**src/rtl/lcd_lab3.sv**
```systemverilog
`timescale 1ns/1ps
// HD44780 16x2 LCD driver, 8-bit write-only: power-up wait, 4 init commands, then an endless
// refresh of two lines showing two BCD values in a layout picked by Choice.
module lcd_lab3 #(
  parameter int unsigned POWERUP_CYCLES    = 1_000_000,
  parameter int unsigned EN_PULSE_CYCLES   = 25,
  parameter int unsigned CMD_WAIT_CYCLES   = 2_500,
  parameter int unsigned CLEAR_WAIT_CYCLES = 100_000
) (
  input  logic        CLOCK_50,
  input  logic        RESET_N,
  input  logic [15:0] Choice,
  input  logic [3:0]  ThousandsBin1,
  input  logic [3:0]  HundredsBin1,
  input  logic [3:0]  TensBin1,
  input  logic [3:0]  OnesBin1,
  input  logic [3:0]  ThousandsBin2,
  input  logic [3:0]  HundredsBin2,
  input  logic [3:0]  TensBin2,
  input  logic [3:0]  OnesBin2,
  output logic        GPIO_0,
  output logic        GPIO_1,
  output logic        LCD_ON,
  output logic        LCD_BLON,
  output logic        LCD_RW,
  output logic        LCD_EN,
  output logic        LCD_RS,
  inout  wire  [7:0]  LCD_DATA
);

  typedef enum logic [2:0] {StPwrWait, StSetup, StPulse, StHold, StWait} state_e;

  state_e      state_q;
  logic [31:0] cnt_q;
  logic        in_frame_q;
  logic [5:0]  idx_q;
  logic        en_q, rs_q, init_done_q, frame_tgl_q;
  logic [7:0]  data_q;
  logic [15:0] choice_q, d1_q, d2_q;

  logic        wrap, nxt_frame, nxt_rs;
  logic [5:0]  nxt_idx;
  logic [7:0]  nxt_byte;
  logic [31:0] wait_last;

  function automatic logic [7:0] dig_ascii(input logic [3:0] d);
    return (d <= 4'd9) ? (8'h30 + {4'h0, d}) : 8'h2D;
  endfunction

  function automatic logic [7:0] char_at(input logic line2, input logic [3:0] col,
                                         input logic [15:0] choice, input logic [15:0] d1,
                                         input logic [15:0] d2);
    logic [63:0] pre;
    logic [15:0] dv;
    logic        blank;
    int          c;
    c     = int'(col);
    pre   = "        ";
    dv    = d1;
    blank = 1'b0;
    case (choice)
      16'h0000: begin pre = "RESULT: "; blank = line2; end
      16'h0001: begin pre = "INPUT:  "; blank = line2; end
      16'h0002: begin
        pre = line2 ? "B:      " : "A:      ";
        dv  = line2 ? d2 : d1;
      end
      default:  blank = 1'b1;
    endcase
    if (blank || c >= 12) return 8'h20;
    if (c < 8) return pre[8*(7-c) +: 8];
    return dig_ascii(dv[4*(11-c) +: 4]);
  endfunction

  // Position of the next byte; PWR_WAIT launches the byte at the current (reset) position.
  always_comb begin
    wrap = in_frame_q ? (idx_q == 6'd33) : (idx_q == 6'd3);
    if (state_q == StPwrWait) begin
      nxt_frame = in_frame_q;
      nxt_idx   = idx_q;
    end else if (wrap) begin
      nxt_frame = 1'b1;
      nxt_idx   = 6'd0;
    end else begin
      nxt_frame = in_frame_q;
      nxt_idx   = idx_q + 6'd1;
    end

    nxt_rs   = 1'b0;
    nxt_byte = 8'h20;
    if (!nxt_frame) begin
      case (nxt_idx[1:0])
        2'd0:    nxt_byte = 8'h38;
        2'd1:    nxt_byte = 8'h0C;
        2'd2:    nxt_byte = 8'h01;
        default: nxt_byte = 8'h06;
      endcase
    end else if (nxt_idx == 6'd0) begin
      nxt_byte = 8'h80;
    end else if (nxt_idx <= 6'd16) begin
      nxt_rs   = 1'b1;
      nxt_byte = char_at(1'b0, nxt_idx[3:0] - 4'd1, choice_q, d1_q, d2_q);
    end else if (nxt_idx == 6'd17) begin
      nxt_byte = 8'hC0;
    end else begin
      nxt_rs   = 1'b1;
      nxt_byte = char_at(1'b1, nxt_idx[3:0] - 4'd2, choice_q, d1_q, d2_q);
    end

    wait_last = (!rs_q && data_q == 8'h01) ? (CLEAR_WAIT_CYCLES - 32'd1)
                                           : (CMD_WAIT_CYCLES - 32'd1);
  end

  always_ff @(posedge CLOCK_50 or negedge RESET_N) begin
    if (!RESET_N) begin
      state_q     <= StPwrWait;
      cnt_q       <= '0;
      in_frame_q  <= 1'b0;
      idx_q       <= '0;
      en_q        <= 1'b0;
      rs_q        <= 1'b0;
      data_q      <= 8'h00;
      init_done_q <= 1'b0;
      frame_tgl_q <= 1'b0;
      choice_q    <= '0;
      d1_q        <= '0;
      d2_q        <= '0;
    end else begin
      case (state_q)
        StPwrWait, StWait: begin
          if (cnt_q == ((state_q == StPwrWait) ? (POWERUP_CYCLES - 32'd1) : wait_last)) begin
            cnt_q      <= '0;
            state_q    <= StSetup;
            rs_q       <= nxt_rs;
            data_q     <= nxt_byte;
            in_frame_q <= nxt_frame;
            idx_q      <= nxt_idx;
            // Snapshot inputs once per frame so a frame never mixes two layouts
            if (nxt_frame && nxt_idx == 6'd0) begin
              choice_q <= Choice;
              d1_q     <= {ThousandsBin1, HundredsBin1, TensBin1, OnesBin1};
              d2_q     <= {ThousandsBin2, HundredsBin2, TensBin2, OnesBin2};
            end
            if (state_q == StWait && wrap && !in_frame_q) init_done_q <= 1'b1;
            if (state_q == StWait && wrap && in_frame_q)  frame_tgl_q <= ~frame_tgl_q;
          end else begin
            cnt_q <= cnt_q + 32'd1;
          end
        end
        StSetup: begin
          en_q    <= 1'b1;
          cnt_q   <= '0;
          state_q <= StPulse;
        end
        StPulse: begin
          if (cnt_q == EN_PULSE_CYCLES - 32'd1) begin
            en_q    <= 1'b0;
            cnt_q   <= '0;
            state_q <= StHold;
          end else begin
            cnt_q <= cnt_q + 32'd1;
          end
        end
        StHold: begin
          cnt_q   <= '0;
          state_q <= StWait;
        end
        default: state_q <= StPwrWait;
      endcase
    end
  end

  assign GPIO_0   = init_done_q;
  assign GPIO_1   = frame_tgl_q;
  assign LCD_ON   = 1'b1;
  assign LCD_BLON = 1'b1;
  assign LCD_RW   = 1'b0;
  assign LCD_EN   = en_q;
  assign LCD_RS   = rs_q;
  assign LCD_DATA = data_q;

endmodule

```
**config.mk**
```make
export PLATFORM = sky130hd
export DESIGN_NAME = lcd_lab3
export DESIGN_NICKNAME = d
export VERILOG_FILES = /design/src/rtl/lcd_lab3.sv
export SDC_FILE = /design/constraint.sdc
export NUM_CORES = 1
export LEC_CHECK = 0
export ABC_AREA = 1
export BUFFER_PORTS_ARGS = -buffer_cell sky130_fd_sc_hd__clkbuf_2
export CAP_MARGIN = 20
export CORE_ASPECT_RATIO = 0.7
export CORE_UTILIZATION = 41
export CTS_CLUSTER_DIAMETER = 120
export DETAILED_ROUTE_END_ITERATION = 12
export PLACE_DENSITY = 0.66
export SLEW_MARGIN = 20
export SYNTH_ARGS = -nofsm -noshare
export SYNTH_HDL_FRONTEND = slang
export SYNTH_SLANG_ARGS = --single-unit
```
**constraint.sdc**
```tcl
create_clock -name CLOCK_50 -period 8.2 [get_ports CLOCK_50]
set_input_delay 0.41 -clock CLOCK_50 [delete_from_list [all_inputs] [get_ports CLOCK_50]]
set_output_delay 0.41 -clock CLOCK_50 [all_outputs]
set_load 0.01 [all_outputs]
```
Word-level counts from Yosys, hierarchy flattened --
Index checks and enable logic that the tools add are counted.
Storage, ports and cells: register bits after elaboration 102, bits of input ports 50, output and inout port bits 15, word-level logic and storage cells 154
Cells by class: $add $sub $neg 10, order comparisons 7, equality and inequality tests 16, shift-type cells 4, multiplexer cells 80, bitwise logic cells 1, reduce and logical (&&, ||, !) cells 24
Operators by type and width (number):
- 64-bit 2-to-1 mux | 7
- 63-bit one-hot mux with 3 select lines | 2
- 16-bit 2-to-1 mux | 8
- 64-bit by 8-bit variable part select with 8-bit output | 2
- 8-bit 2-to-1 mux | 12
- 32-bit one-hot mux with 3 select lines | 1
- 32-bit 2-to-1 mux | 2
- 1-bit 2-to-1 mux | 37
- 32-bit by 1-bit adder with 32-bit output (second input constant) | 1
- 32-bit by 20-bit == test with 1-bit output | 1
- 32-bit by 5-bit == test with 1-bit output (second input constant) | 1
- 16-bit by 7-bit variable part select with 4-bit output | 2
- 20-bit 2-to-1 mux | 1
- 6-bit one-hot mux with 3 select lines | 1
- 17-bit 2-to-1 mux | 1
- 16-bit by 1-bit == test with 1-bit output (second input constant) | 1
- 16-bit by 2-bit == test with 1-bit output (second input constant) | 1
- 16-bit zero test | 1
- 6-bit by 4-bit adder with 7-bit output (first input constant) | 2
- 7-bit 2-to-1 mux | 2
- 6-bit 2-to-1 mux | 2
- 3-bit one-hot mux with 4 select lines | 1
- 3-bit by 4-bit subtractor with 5-bit output (first input constant) | 2
- 4-bit by 4-bit subtractor with 5-bit output (first input constant) | 2
- 32 further kinds | 49

Longest topological paths before layout --
depth after elaboration 26, gate-level depth with buffers 28, mapped depth without buffers 26

Worst setup path before layout --
Ideal clock, no wire load.
path kind reg2reg, from reg state_q[0], to reg data_q[0], in the netlist LCD_DATA[0], setup time 0.077 ns, arrival time 3.197 ns, data required time 8.123 ns, setup slack 4.926 ns, stages on the path, launching flop included 25, buffers on the path 2, clock period less this slack 3.274 ns, cells stage by stage dfrtp_1 nor2_4 nand2_2 buf_6 o21ai_1 nand2_1 buf_2 ha_1 nand3_1 nand2_1 nand2_1 nand2_2 ha_1 inv_1 o21ai_0 nand2_1 nand2_1 nand2_1 nor2_1 nand3_1 nand2_1 nand3_1 a21oi_1 nand2_1 a21oi_1
Between the ends: longest elaborated chain between the ends 16, elaborated cells on any way between the ends 67, those cells by class 8 x add/sub; 7 x order compare; 5 x eq/ne; 4 x shift; 36 x mux; 7 x reduce/logical
Ends and longest elaborated chain:
- start, declared | line 33 | state_e state_q;
- start signal, assigned | line 116 | state_q <= StPwrWait;
- start signal, assigned | line 133 | state_q <= StSetup;
- start signal, assigned | line 153 | state_q <= StPulse;
- parallel branches: the longest is 16 deep, another holds 6-bit by 4-bit adder with 7-bit output
- end signal, assigned | line 135 | data_q <= nxt_byte;
- end, declared | line 38 | logic [7:0] data_q;
Parallel ways; which one is timed is not known. The select of a mux whose other input is x is not followed. A chain may end at the register's enable or synchronous reset.

Worst setup path after layout --
Same ends and word-level chain as after synthesis.

==> impl_results.md <==
* Status: finished clean
* Post-DP HPWL at 14700 um
* Comb pwr share at 0.025
* Mapped Cells at 1070
* Top post-synthesis cells by count: nand2_1 (341), nand3_1 (172), inv_1 (115)
* PortBufs at 53
* Share of cells above drive strength 1 at 0.0952
* # DRC at 0
* Max_slew headroom at 0.312
* Type of the worst min-delay path: input pin to flop
* Final ANT Viol Nets at 0
* FF-to-FF setup slack at 4.19 ns
* Reg clk slew, reported paths at 0.08 ns
* Worst-Margin Slew at 1.03 ns
* Crit share post-route at 0.489
* Nets at 1159
* Grt ovf at 0
* First-pass GRT wire length at 32400 um
* Setup TNS at 0 ns
* Max-slew violation count at 0
* Die area at 17600 sq um
* Crit-path max FO at 15
* Final-report hold violation count at 0
* H-Tree Depth at 3
* Vias at 7015
* Most used cell, CP: nand2_1
* Worst hold path depth at 2
* Worst VDD drop at 0.000103 V
* Area Growth Syn to Fin at 10.1%
* 1st-pass router iterations at 6
* Total setup buffers inserted after CTS at 0
* Final WL at 19600 um
* YS warnings at 0
* Crit path largest cell delay at 0.44 ns
* Top-count cell post-synth: nand2_1
* Minimum clock period after layout at 4.01 ns
* P_leak at 3.94 nW
* Hold_buf cts at 1
* Later-pin clock latency in the skew report at 0.35 ns
* FFs w/ async S/R, synth at 1.00
* Synth Flop Type: dfrtp_1
* # setup viols final at 0
* R2r worst-path depth at 22
* Gpl congestion at 0.971
* # rows at 39
* CP max stage cell: dfrtp_1
* I/O pin total at 65
* Cell area after synthesis at 7020 sq um
* Routed wire per std cell at 14.8 um
* Chip Height at 111 um
* Num CTS Buffers at 9
* Reg area at 2550 sq um
* Avg Synthesized Cell Area at 6.56 sq um
* Max_cap viols at 0
* Unrepaired setup endpoints after global routing: false
* Power, Total at 0.000984 W
* Clock share of power at 0.459
* Net Sw Frac at 0.229
* Max Fclk at 0.249 GHz
* Share of the yosys chip area belonging to registers at 0.364
* Antenna violations before repair at 0
* Fill cells at 1696
* Die W at 158 um
* Number of synthesized flops with an enable pin at 0
* Min Hold Slack at 0.181 ns
* Critical path class: flop to flop
* Core box area at 16500 sq um
* Clock Tree Buf Depth at 2
* Arr. time, crit path at 4.29 ns
* #FFs+latches synth at 102
* Sequential share of power at 0.516
* Layout Skew at 0.00940 ns
* Gr usage total at 0.233
* Critical path required time at 8.48 ns
* Distinct cells, synth at 35
* Vias in the first global route at 6153
* P_sw at 0.000225 W
* Multi-input logic area at 3800 sq um
* Pin count of the biggest net entering global routing at 71
* Drt initial violations at 776
* Starting Density at 0.424
* CP Capture Type: flop
* Top cells by area, synth: dfrtp_1 (36%), nand2_1 (18%), nand3_1 (12%), inv_1 (6.2%), nor2_1 (3.8%)
* Critical Path Start Type: flop
* Post-CTS sizing at 0
* Clock sink total at 102
* Largest area contributor in the netlist: dfrtp_1
* TritonCTS clock tree: built
* Diode count at 0
* PD cells at 127 nW/um^2
* CP cell instances: nor2_4, nand2_2, nand3_1, nand2_1, ha_1, nand3_1, nand2_1, nand2_1, nand2_2, ha_1, inv_1, o21ai_0, nand2_1, nand2_1, nand2_1, nor2_1, nand3_1, nand2_1, nand3_1, a21oi_1, nand2_1, a21oi_1
* Top cell type's share of synthesized area at 0.364
* Clock root buffer: clkbuf_16
* Vias per inst at 5.28
* Int Power at 0.000759 W
flip-flops by register name, summed over array words and instances (netlist names):
signal	flops
state_q	3
GPIO_0	1
GPIO_1	1
LCD_DATA	8
d2_q	16
in_frame_q	1
LCD_RS	1
cnt_q	32
choice_q	16
d1_q	16
LCD_EN	1
idx_q	6
cell families after synthesis:
logic type / Yosys count / share of synthesized area
adder cells (fa/ha/maj): 11 / 0.0196
flip-flops: 102 / 0.364
AND/OR/NAND/NOR: 675 / 0.426
other: 2 / 0.00107
buffers and inverters: 164 / 0.0961
AO/OA/AOI/OAI: 111 / 0.0870
XOR/XNOR: 5 / 0.00624
worst max-delay path: cells and delay by family (launching register included):
family	cells	cell delay (ns)
simple gates	16	2.20
fa+ha+maj	2	0.75
flops	1	0.44
compound gates	3	0.41
buf+inv	1	0.11
cell usage in the layout (no fill, tap or decap), types with 5 or more instances in the layout:
cell       count
nand2_1      340
nand3_1      172
inv_1        115
dfrtp_1      102
nor2_1        71
clkbuf_2      52
o21ai_0       51
nand4_1       35
a21oi_1       29
nor3_1        22
o21ai_1       11
ha_1          11
o211ai_1      10
nor4_1         9
clkbuf_16      9
buf_4          7
nand2_2        6
or2_2          6
inv_2          5
xor2_1         5
area by class of cell:
type                       instances  share of cell area
multi-input combinational        805               0.492
sequential                       102               0.330
inverter                         120              0.0583
timing repair buffer              60              0.0418
tap                              225              0.0364
clock buffer                       9              0.0291
clock inverter                     7              0.0118
power by group through the flow:
stage	logic (W)	clock network (W)	registers, W
final	0.0000250	0.000452	0.000508
after detailed placement	0.0000253	0	0.000518
after CTS	0.0000259	0.000465	0.000508
after floorplan	0.00000378	0	0.000517
after global routing	0.0000293	0.000485	0.000508
after global placement	0.0000253	0	0.000518
path summary, 6_finish.rpt:
check	from	to
worst max-delay path	state_q[0]	LCD_DATA[0]
worst min-delay path	LCD_DATA[6]	LCD_DATA[6]
max in group asynchronous	RESET_N	d1_q[14]
worst min register to register	GPIO_1	GPIO_1
min in group asynchronous	RESET_N	LCD_DATA[7]
worst max register to register	state_q[0]	LCD_DATA[0]
through the flow:
stage	utilization	std cells	setup WS, ns	area [sq um]
5_1_grt	0.467	1328	3.72	7730
3_3_place_gp	0.447	1311	4.38	7400
4_1_cts	0.467	1328	4.27	7720
3_5_place_dp	0.447	1311	4.30	7400
2_1_floorplan	-	1071	4.93	7020
6_report	0.467	1328	4.19	7730
layer usage:
layer | track usage | share of wire
met2 | 0.276 | 0.35
met1 | 0.398 | 0.55
met3 | 0.0638 | 0.10
met5 | 0 | 0
met4 | 0.0436 | 0.0068
Note: power is estimated with default switching activity, not from simulation.
